**src/rtl/wb_pkg.sv**
```systemverilog
`default_nettype none
// +--------------------------------------------------------------------------+
// | wb_pkg: writeback entry type and round-robin helper.  Rev 1.0            |
// +--------------------------------------------------------------------------+
package wb_pkg;

  localparam int WB_INST_ID_BITS = 6;
  localparam int WB_PRN_BITS     = 6;
  localparam int WB_MAX_OPERANDS = 3;
  localparam int WB_DATA_BITS    = 64;

  typedef struct packed {
    logic [WB_INST_ID_BITS-1:0]                    inst_id;
    logic [WB_MAX_OPERANDS-1:0][WB_PRN_BITS-1:0]   prn;
    logic [WB_MAX_OPERANDS-1:0][WB_DATA_BITS-1:0]  data;
    logic [WB_MAX_OPERANDS-1:0]                    data_valid;
  } wb_entry_t;

  function automatic int rr_next(input int winner, input int n);
    return (winner + 1) % n;
  endfunction

endpackage
`default_nettype wire

```
**src/rtl/wb_fifo.sv**
```systemverilog
`default_nettype none
// +--------------------------------------------------------------------------+
// | wb_fifo: per-FU result FIFO of wb_entry_t, power-of-two depth.  Rev 1.0  |
// +--------------------------------------------------------------------------+
module wb_fifo
  import wb_pkg::*;
#(
  parameter int FIFO_DEPTH = 2
) (
  input  logic      clk,
  input  logic      rst,
  input  logic      flush,
  input  logic      push,
  input  wb_entry_t push_data,
  input  logic      pop,
  output logic      full,
  output logic      empty,
  output wb_entry_t head
);

  localparam int AW = $clog2(FIFO_DEPTH);

  wb_entry_t       mem [FIFO_DEPTH];
  logic [AW-1:0]   wr_ptr;
  logic [AW-1:0]   rd_ptr;
  logic [AW:0]     count;
  logic            do_push;
  logic            do_pop;

  assign full    = (count == (AW+1)'(FIFO_DEPTH));
  assign empty   = (count == '0);
  assign do_push = push && !full;
  assign do_pop  = pop && !empty;
  assign head    = mem[rd_ptr];

  // Pointers wrap naturally because the depth is a power of two.
  always_ff @(posedge clk) begin
    if (rst || flush) begin
      wr_ptr <= '0;
      rd_ptr <= '0;
      count  <= '0;
    end else begin
      if (do_push) wr_ptr <= wr_ptr + 1'b1;
      if (do_pop)  rd_ptr <= rd_ptr + 1'b1;
      case ({do_push, do_pop})
        2'b10:   count <= count + 1'b1;
        2'b01:   count <= count - 1'b1;
        default: count <= count;
      endcase
    end
  end

  always_ff @(posedge clk) begin
    if (do_push && !rst && !flush) mem[wr_ptr] <= push_data;
  end

endmodule
`default_nettype wire

```
**src/rtl/fu_writeback_arbiter.sv**
```systemverilog
`default_nettype none
// +--------------------------------------------------------------------------+
// | fu_writeback_arbiter: round-robin drain of per-FU FIFOs onto PRF/ROB.    |
// | Optional WB_BYPASS_EN lets an idle FU skip its FIFO.  Rev 1.0            |
// +--------------------------------------------------------------------------+
module fu_writeback_arbiter
  import wb_pkg::*;
#(
  parameter int INST_ID_BITS = WB_INST_ID_BITS,
  parameter int PRN_BITS     = WB_PRN_BITS,
  parameter int MAX_OPERANDS = WB_MAX_OPERANDS,
  parameter int FU_COUNT     = 4,
  parameter int FIFO_DEPTH   = 2
) (
  input  logic                    clk,
  input  logic                    rst,
  input  logic                    flush,
  input  logic                    fu_out_valid      [FU_COUNT],
  input  logic [INST_ID_BITS-1:0] fu_out_inst_id    [FU_COUNT],
  input  logic [PRN_BITS-1:0]     fu_out_prn        [FU_COUNT][MAX_OPERANDS],
  input  logic [63:0]             fu_out_data       [FU_COUNT][MAX_OPERANDS],
  input  logic                    fu_out_data_valid [FU_COUNT][MAX_OPERANDS],
  output logic                    fu_ready          [FU_COUNT],
  output logic                    prf_write_enable  [MAX_OPERANDS],
  output logic [PRN_BITS-1:0]     prf_write_prn     [MAX_OPERANDS],
  output logic [63:0]             prf_write_data    [MAX_OPERANDS],
  output logic                    rob_complete_valid,
  output logic [INST_ID_BITS-1:0] rob_complete_inst_id
);

  localparam int PTR_W = (FU_COUNT > 1) ? $clog2(FU_COUNT) : 1;

  wb_entry_t             in_entry [FU_COUNT];
  wb_entry_t             heads    [FU_COUNT];
  wb_entry_t             sel;
  logic [FU_COUNT-1:0]   full;
  logic [FU_COUNT-1:0]   empty;
  logic [FU_COUNT-1:0]   req;
  logic [FU_COUNT-1:0]   grant_oh;
  logic [FU_COUNT-1:0]   push;
  logic [FU_COUNT-1:0]   pop;
  logic [PTR_W-1:0]      rr_ptr;
  logic [PTR_W-1:0]      grant_idx;
  logic [PTR_W-1:0]      cand;
  logic                  grant_valid;
  int                    idx;

  always_comb begin
    for (int i = 0; i < FU_COUNT; i++) begin
      in_entry[i]         = '0;
      in_entry[i].inst_id = fu_out_inst_id[i];
      for (int k = 0; k < MAX_OPERANDS; k++) begin
        in_entry[i].prn[k]        = fu_out_prn[i][k];
        in_entry[i].data[k]       = fu_out_data[i][k];
        in_entry[i].data_valid[k] = fu_out_data_valid[i][k];
      end
    end
  end

  generate
    for (genvar i = 0; i < FU_COUNT; i++) begin : g_fu
      assign fu_ready[i] = !full[i];
`ifdef WB_BYPASS_EN
      // An empty FIFO still competes when its input is valid this cycle.
      assign req[i] = !empty[i] || fu_out_valid[i];
`else
      assign req[i] = !empty[i];
`endif
      assign grant_oh[i] = grant_valid && (grant_idx == PTR_W'(i));
      assign pop[i]      = grant_oh[i] && !empty[i];
      assign push[i]     = fu_out_valid[i] && fu_ready[i] && !(grant_oh[i] && empty[i]);

      wb_fifo #(
        .FIFO_DEPTH (FIFO_DEPTH)
      ) u_fifo (
        .clk       (clk),
        .rst       (rst),
        .flush     (flush),
        .push      (push[i]),
        .push_data (in_entry[i]),
        .pop       (pop[i]),
        .full      (full[i]),
        .empty     (empty[i]),
        .head      (heads[i])
      );
    end
  endgenerate

  always_comb begin
    grant_valid = 1'b0;
    grant_idx   = '0;
    idx         = 0;
    cand        = '0;
    for (int off = 0; off < FU_COUNT; off++) begin
      idx  = (int'(rr_ptr) + off) % FU_COUNT;
      cand = PTR_W'(idx);
      if (!grant_valid && req[cand]) begin
        grant_valid = 1'b1;
        grant_idx   = cand;
      end
    end
  end

  always_comb begin
    sel = heads[grant_idx];
`ifdef WB_BYPASS_EN
    if (empty[grant_idx]) sel = in_entry[grant_idx];
`endif
  end

  always_ff @(posedge clk) begin
    if (rst) begin
      rr_ptr <= '0;
    end else if (!flush && grant_valid) begin
      rr_ptr <= PTR_W'(rr_next(int'(grant_idx), FU_COUNT));
    end
  end

  // The registered write port doubles as the wakeup broadcast.
  always_ff @(posedge clk) begin
    if (rst || flush) begin
      rob_complete_valid   <= 1'b0;
      rob_complete_inst_id <= '0;
      for (int k = 0; k < MAX_OPERANDS; k++) begin
        prf_write_enable[k] <= 1'b0;
        prf_write_prn[k]    <= '0;
        prf_write_data[k]   <= '0;
      end
    end else begin
      rob_complete_valid <= grant_valid;
      for (int k = 0; k < MAX_OPERANDS; k++) begin
        prf_write_enable[k] <= grant_valid && sel.data_valid[k];
      end
      if (grant_valid) begin
        rob_complete_inst_id <= sel.inst_id;
        for (int k = 0; k < MAX_OPERANDS; k++) begin
          prf_write_prn[k]  <= sel.prn[k];
          prf_write_data[k] <= sel.data[k];
        end
      end
    end
  end

`ifndef SYNTHESIS
  always_ff @(posedge clk) begin
    for (int i = 0; i < FU_COUNT; i++) begin
      if (!rst) assert (!(fu_out_valid[i] && !fu_ready[i]));
    end
  end
`endif

endmodule
`default_nettype wire

```
**config.mk**
```make
export PLATFORM = sky130hd
export DESIGN_NAME = fu_writeback_arbiter
export DESIGN_NICKNAME = d
export VERILOG_FILES = /design/src/rtl/wb_pkg.sv /design/src/rtl/wb_fifo.sv /design/src/rtl/fu_writeback_arbiter.sv
export SDC_FILE = /design/constraint.sdc
export NUM_CORES = 2
export LEC_CHECK = 0
export CORE_AREA = 4 4 506 508
export DETAILED_ROUTE_END_ITERATION = 8
export DIE_AREA = 0 0 510 512
export GPL_TIMING_DRIVEN = 0
export SETUP_SLACK_MARGIN = 0.5
export SLEW_MARGIN = 20
export SYNTH_ARGS = -nofsm -noshare
export SYNTH_HDL_FRONTEND = slang
export SYNTH_SLANG_ARGS = --single-unit
```
**constraint.sdc**
```tcl
create_clock -name clk -period 40 [get_ports clk]
set_clock_uncertainty 0.2 [all_clocks]
set_input_delay 8 -clock clk [delete_from_list [all_inputs] [get_ports clk]]
set_output_delay 8 -clock clk [all_outputs]
set_load 0.02 [all_outputs]
```
# [After elaboration in Yosys (flattened, before gate mapping)]
# Memories as Yosys holds them, arrays and structs flattened. A register that Yosys moved wholly into a read port is not among the register bits.
# Cells that the tools add are included.
[classes] n_addsub=20 magnitude_cmp=5 n_eq_ne=15 n_mux=39 n_bitwise=1 reduce_logical=70
[ops] op="$bmux W219 S2" count=1
[ops] op="$mux W219" count=2
[ops] op="$logic_and A1 B1 Y1" count=43
[ops] op="$mux W1" count=24
[ops] op="$eq A2 B2 Y1 const B" count=10
[ops] op="$logic_not A1 Y1" count=17
[ops] op="$pmux W2 S2" count=4
[ops] op="$add A2 B1 Y2 const B" count=6
[ops] op="$lt A2 B3 Y1 const B" count=4
[ops] op="$eq A2 B1 Y1 const B" count=5
[ops] op="$logic_not A2 Y1" count=5
[ops] op="$add A1 B1 Y1 const B" count=8
[ops] op="$bmux W1 S2" count=4
[ops] op="$mux W2" count=4
[ops] op="$reduce_bool A2 Y1" count=4
[ops] op="$sub A2 B1 Y2 const B" count=4
[ops] op="$add A2 B2 Y2 const B" count=2
[ops] op="$ge A3 B3 Y1 const B" count=1
[ops] op="$not A2 Y3" count=1
[ops] op="$logic_or A1 B1 Y1" count=1
[totals] reg_bits=238 mem_bits_rw=1752 inputBits=883 memories=4
[memory_table] memory="g_fu[0].u_fifo.mem" depth=2 width=219 rd=1 rd_ports_with_merged_regs=1 wr=1 line="wb_fifo.sv:23" text="wb_entry_t mem [FIFO_DEPTH];"
[memory_table] memory="g_fu[1].u_fifo.mem" depth=2 width=219 rd=1 rd_ports_with_merged_regs=1 wr=1 line="wb_fifo.sv:23"
[memory_table] memory="g_fu[2].u_fifo.mem" depth=2 width=219 rd=1 rd_ports_with_merged_regs=1 wr=1 line="wb_fifo.sv:23"
[memory_table] memory="g_fu[3].u_fifo.mem" depth=2 width=219 rd=1 rd_ports_with_merged_regs=1 wr=1 line="wb_fifo.sv:23"

# [Logic depth before layout (Yosys ltp)]
[logic_depth] ltp_word=24 ltp_mapped=14 mapped_depth_nobuf=8

# [Hierarchy]
# A second synthesis with hierarchy kept.
[unflattened] cells_unflattened=4275 hier_area_um2=76891.2
[by_module_without_submodules] mod="wb_fifo" n_inst=4 cells_each=709 area_per_inst_um2=15975.3 seq_area_each_um2=13252.7
[by_module_without_submodules] mod="fu_writeback_arbiter" n_inst=1 cells_each=1439 area_per_inst_um2=12990.0 seq_area_each_um2=4444.3

# [Worst setup path after synthesis]
# Ideal clock, no wire load.
[synth_timing] path_kind="input to register" start="in rst" end="mem g_fu[0].u_fifo.mem[0][0] (netlist bit) (enable)" setup_time_ns=1.066 t_arrival_ns=23.242 t_required_ns=38.734 slack_ns=15.492 stages=3 path_cell_list="or2_2 clkbuf_1 nor3_1"
[synth_via] elab_chain_len=5
[synth_lines] item="start, declared" line="fu_writeback_arbiter.sv:16" text="input logic rst,"
[synth_lines] item="$logic_not A1 Y1" line="wb_fifo.sv:54" text="if (do_push && !rst && !flush) mem[wr_ptr] <= push_data;"
[synth_lines] item="$logic_and A1 B1 Y1 (2 in a row)" line="wb_fifo.sv:54"
[synth_lines] item="$mux W1" line="wb_fifo.sv:54"
[synth_lines] item="$mux W1 (implied by the code)" line="wb_fifo.sv:54"
[synth_lines] item="end, declared" line="wb_fifo.sv:23"
# Every way passes these cells.

# [Final worst setup path]
[layout_timing] start="in rst" end="mem g_fu[0].u_fifo.mem[1][102] (netlist bit) (enable)"
# Same word-level chain as after synthesis.

==> impl_summary.log <==
[metrics] number of warning messages in the yosys log: 0
[metrics] Yosys top cell area share: 0.701
[metrics] relative slew slack: 0.204
[metrics] cell occurring most often along the worst timing path: sky130_fd_sc_hd__buf_4
[metrics] leakage power of the design: 0.0317 uW
[metrics] cell family with the largest share of critical-path delay: buffers and inverters
[metrics] Post-CTS Repair Setup Buffers: 0
[metrics] cell at the root of the clock tree: sky130_fd_sc_hd__clkbuf_16
[metrics] worst hold-check slack: around 0.30 ns
[metrics] DRC violations left: 0
[metrics] largest cells by area after synthesis: sky130_fd_sc_hd__edfxtp_1, sky130_fd_sc_hd__mux2i_1, sky130_fd_sc_hd__mux4_2
[metrics] post-detail-place hpwl: 204000 um
[metrics] number of standard cells after synthesis: 3866
[metrics] buffer depth of the longest clock path: 3
[metrics] peak per-stage delay on the critical path: 0.73 ns
[metrics] leading cell types by count after synthesis: sky130_fd_sc_hd__edfxtp_1, sky130_fd_sc_hd__mux2i_1, sky130_fd_sc_hd__dfxtp_1, sky130_fd_sc_hd__a21oi_1, sky130_fd_sc_hd__o21ai_0
[metrics] wire length of the first global-routing pass: around 360000 um
[metrics] RSZ-0062 raised after global routing: no
[metrics] Total Routed Length: 264000 um
[metrics] non-filler cells, final: 9100
[metrics] ratio of final minimum period to clock period: 0.301
[metrics] overall overflow remaining after global route: 0
[metrics] count of port buffers added during placement: 1106
[metrics] average instance area after synthesis: 19.4 sq um
[metrics] CTS-repair resized insts: 0
[metrics] number of fillers in the final layout: 22700
[metrics] endpoint class of the critical path: register
[metrics] Detail Route Antenna Nets: 0
[metrics] die height: 512 um
[metrics] Synth area leader: sky130_fd_sc_hd__edfxtp_1
[metrics] nets in the synthesized netlist: about 4800
[metrics] number of antenna violations at the first check in global routing: 137
[metrics] CTS tree: built
[metrics] Syn Std Cell Area: 75000 sq um
[metrics] area of the multi-input gates: about 17000 sq um
[metrics] wire length per cell: 29.0 um
[metrics] Post-Place Cells: between 8000 and 9000
[metrics] Max H-tree Level: 4
[metrics] Sink Count: 1994
[metrics] maximum number of pins on one net before global-route repair: 17
[metrics] PnR Total Power: roughly 6000 uW
[metrics] dominant synthesized flop cell: sky130_fd_sc_hd__edfxtp_1
[metrics] CP cell instances: clkdlybuf4s50_1, or2_2, clkbuf_1, nor3_2, buf_4, buf_4, buf_6, buf_4, buf_4, buf_4, buf_4, buf_4, buf_6, buf_4, buf_4, buf_4
[metrics] result of the run: finished clean
[metrics] Clk Latency, worst-skew pair: 0.83 ns
[metrics] slew at the pin closest to its max-slew limit: 1.19 ns
[metrics] maximum operating frequency: around 83 MHz
[metrics] register cell area after layout: approximately 57000 sq um
[metrics] First DRT Iteration DRCs: 3895
[metrics] Hold Buf Count CTS: 0
[metrics] detail-routed via count per cell: between 4 and 5
[metrics] most numerous cell in the Yosys netlist: sky130_fd_sc_hd__edfxtp_1
[metrics] Final min period: 12.04 ns
[metrics] startpoint kind of the worst setup timing path: input port
[metrics] type of the setup path with the least slack: in -> reg
[metrics] critical path required time: 40.34 ns
[metrics] EDFF count, synth: between 1500 and 2000
[metrics] gr usage total: 0.195
[metrics] core region area: ~250000 sq um
[metrics] starting density of the core: 0.299
[metrics] number of slew-limit violations in the final report: 0
[metrics] area added between synthesis and finish: 33.8%
[metrics] flop and latch count out of synthesis: 1994
[metrics] total power divided by cell area: 60.9 nW/um^2
[metrics] num rows: 184
[metrics] die extent in x: 510 um
[metrics] hold violation count in the final report: 0
[metrics] maximum vdd drop: about 0.000042 V
[metrics] buffer and inverter count on the worst path: 14
[metrics] max-capacitance violation count: 0
[metrics] total iterations of the first detailed-routing run: 6
[metrics] Final setup violation count: 0
[metrics] TritonCTS buffer count: 211
[metrics] Hold Crit Class: reg -> reg
[metrics] count of cell types in the netlist: 39
[metrics] WP data arrival: between 10 and 15 ns
[metrics] share of the yosys chip area belonging to registers: 0.766
[metrics] DIE AREA: around 260000 sq um
[metrics] Critical Path Slowest Stage Cell: sky130_fd_sc_hd__nor3_2
[metrics] final weighted congestion in routability-driven placement: 0.827
[metrics] number of global-route vias before repair: approximately 45000
[metrics] critical-path maximum fanout: 10
[metrics] Clock transition at path regs: 0.06 ns
[metrics] total via count in the routed design: approximately 44000
[metrics] proportion of layout cells with a drive suffix above 1: 0.162
[metrics] share of flip-flops with an asynchronous set or reset: 0
[metrics] I/O pins: 1107
[metrics] Nets: 6378
worst min-delay path: cells and delay by family, from the launching register on:
family	cells	cell delay (ns)
AOI/OAI and AO/OA	2	0.14
DFF	1	0.31
layout make-up:
class | count | area share
antenna | 71 | 0.00177
clock inverter | 126 | 0.0141
sequential | 1994 | 0.572
inverter | 6 | 0.000224
tap | 3348 | 0.0417
clock buffer | 277 | 0.0575
timing repair buffer | 1412 | 0.137
multi-input combinational | 1638 | 0.165
buffer | 228 | 0.0107
cell usage in the layout (no fill, tap or decap), types with 16 or more instances in the layout:
| cell | instances |
|---|---|
| sky130_fd_sc_hd__buf_6 | 87 |
| sky130_fd_sc_hd__edfxtp_1 | 1752 |
| sky130_fd_sc_hd__nor2_1 | 16 |
| sky130_fd_sc_hd__o21ai_0 | 222 |
| sky130_fd_sc_hd__mux2i_1 | 871 |
| sky130_fd_sc_hd__clkinv_2 | 40 |
| sky130_fd_sc_hd__clkinv_1 | 29 |
| sky130_fd_sc_hd__clkbuf_8 | 20 |
| sky130_fd_sc_hd__clkbuf_1 | 215 |
| sky130_fd_sc_hd__clkbuf_2 | 17 |
| sky130_fd_sc_hd__diode_2 | 71 |
| sky130_fd_sc_hd__clkbuf_16 | 213 |
| sky130_fd_sc_hd__dfxtp_1 | 242 |
| sky130_fd_sc_hd__clkdlybuf4s50_1 | 1106 |
| sky130_fd_sc_hd__mux4_2 | 216 |
| sky130_fd_sc_hd__buf_4 | 234 |
| sky130_fd_sc_hd__a21oi_1 | 231 |
| sky130_fd_sc_hd__bufinv_16 | 22 |
power breakdown:
group          internal, uW  switching (uW)  leakage (uW)  total [uW]
Sequential             2390            62.2        0.0179        2450
Combinational           688             961        0.0103        1650
Clock                  1160             845       0.00348        2010
metal layers:
layer  vias up  wire length, um  track usage
met4       116             8790       0.0707
met5         -              753            0
met1     22500           102000        0.233
met3       461            23200       0.0618
met2      1798           130000        0.330
li1      18900                -            -
kinds of logic after synthesis:
| group | synth area share |
|---|---|
| flops | 0.766 |
| mux | 0.182 |
| compound gates | 0.0320 |
| buf+inv | 0.0143 |
| simple gates | 0.00399 |
| xor+xnor | 0.00140 |
| fa+ha+maj | 0.000667 |
sequential cells by signal (all words and copies together) (netlist names), named ones only:
name / flops
g_fu.u_fifo.mem: 1752
prf_write_data: 192
prf_write_prn: 18
g_fu.u_fifo.count: 8
rob_complete_inst_id: 6
g_fu.u_fifo.rd_ptr: 4
g_fu.u_fifo.wr_ptr: 4
prf_write_enable: 3
rr_ptr: 2
rob_complete_valid: 1
worst paths after layout:
path | startpoint | end | slack (ns) | depth (start not counted)
worst max-delay path | rst | g_fu[0].u_fifo.mem[1][102] | 27.96 | 16
worst min-delay path | g_fu[2].u_fifo.rd_ptr | register | 0.30 | 2
worst max register to register | g_fu[0].u_fifo.count[0] | g_fu[0].u_fifo.mem[1][102] | 35.42 | 16
worst min register to register | g_fu[2].u_fifo.rd_ptr | register | 0.30 | 2
per-stage QoR:
stage | instance area, sq um | TNS, ns | setup slack, ns | util
6_report | 100000 | 0 | 27.96 | 0.400
5_1_grt | 100000 | 0 | 27.77 | 0.399
4_1_cts | 100000 | 0 | 27.95 | 0.399
3_5_place_dp | 93000 | 0 | 27.05 | 0.370
3_3_place_gp | 90300 | -6868.98 | -5.13 | 0.359
2_1_floorplan | 75000 | 0 | 15.49 | -
(Power assumes the default switching activity.)
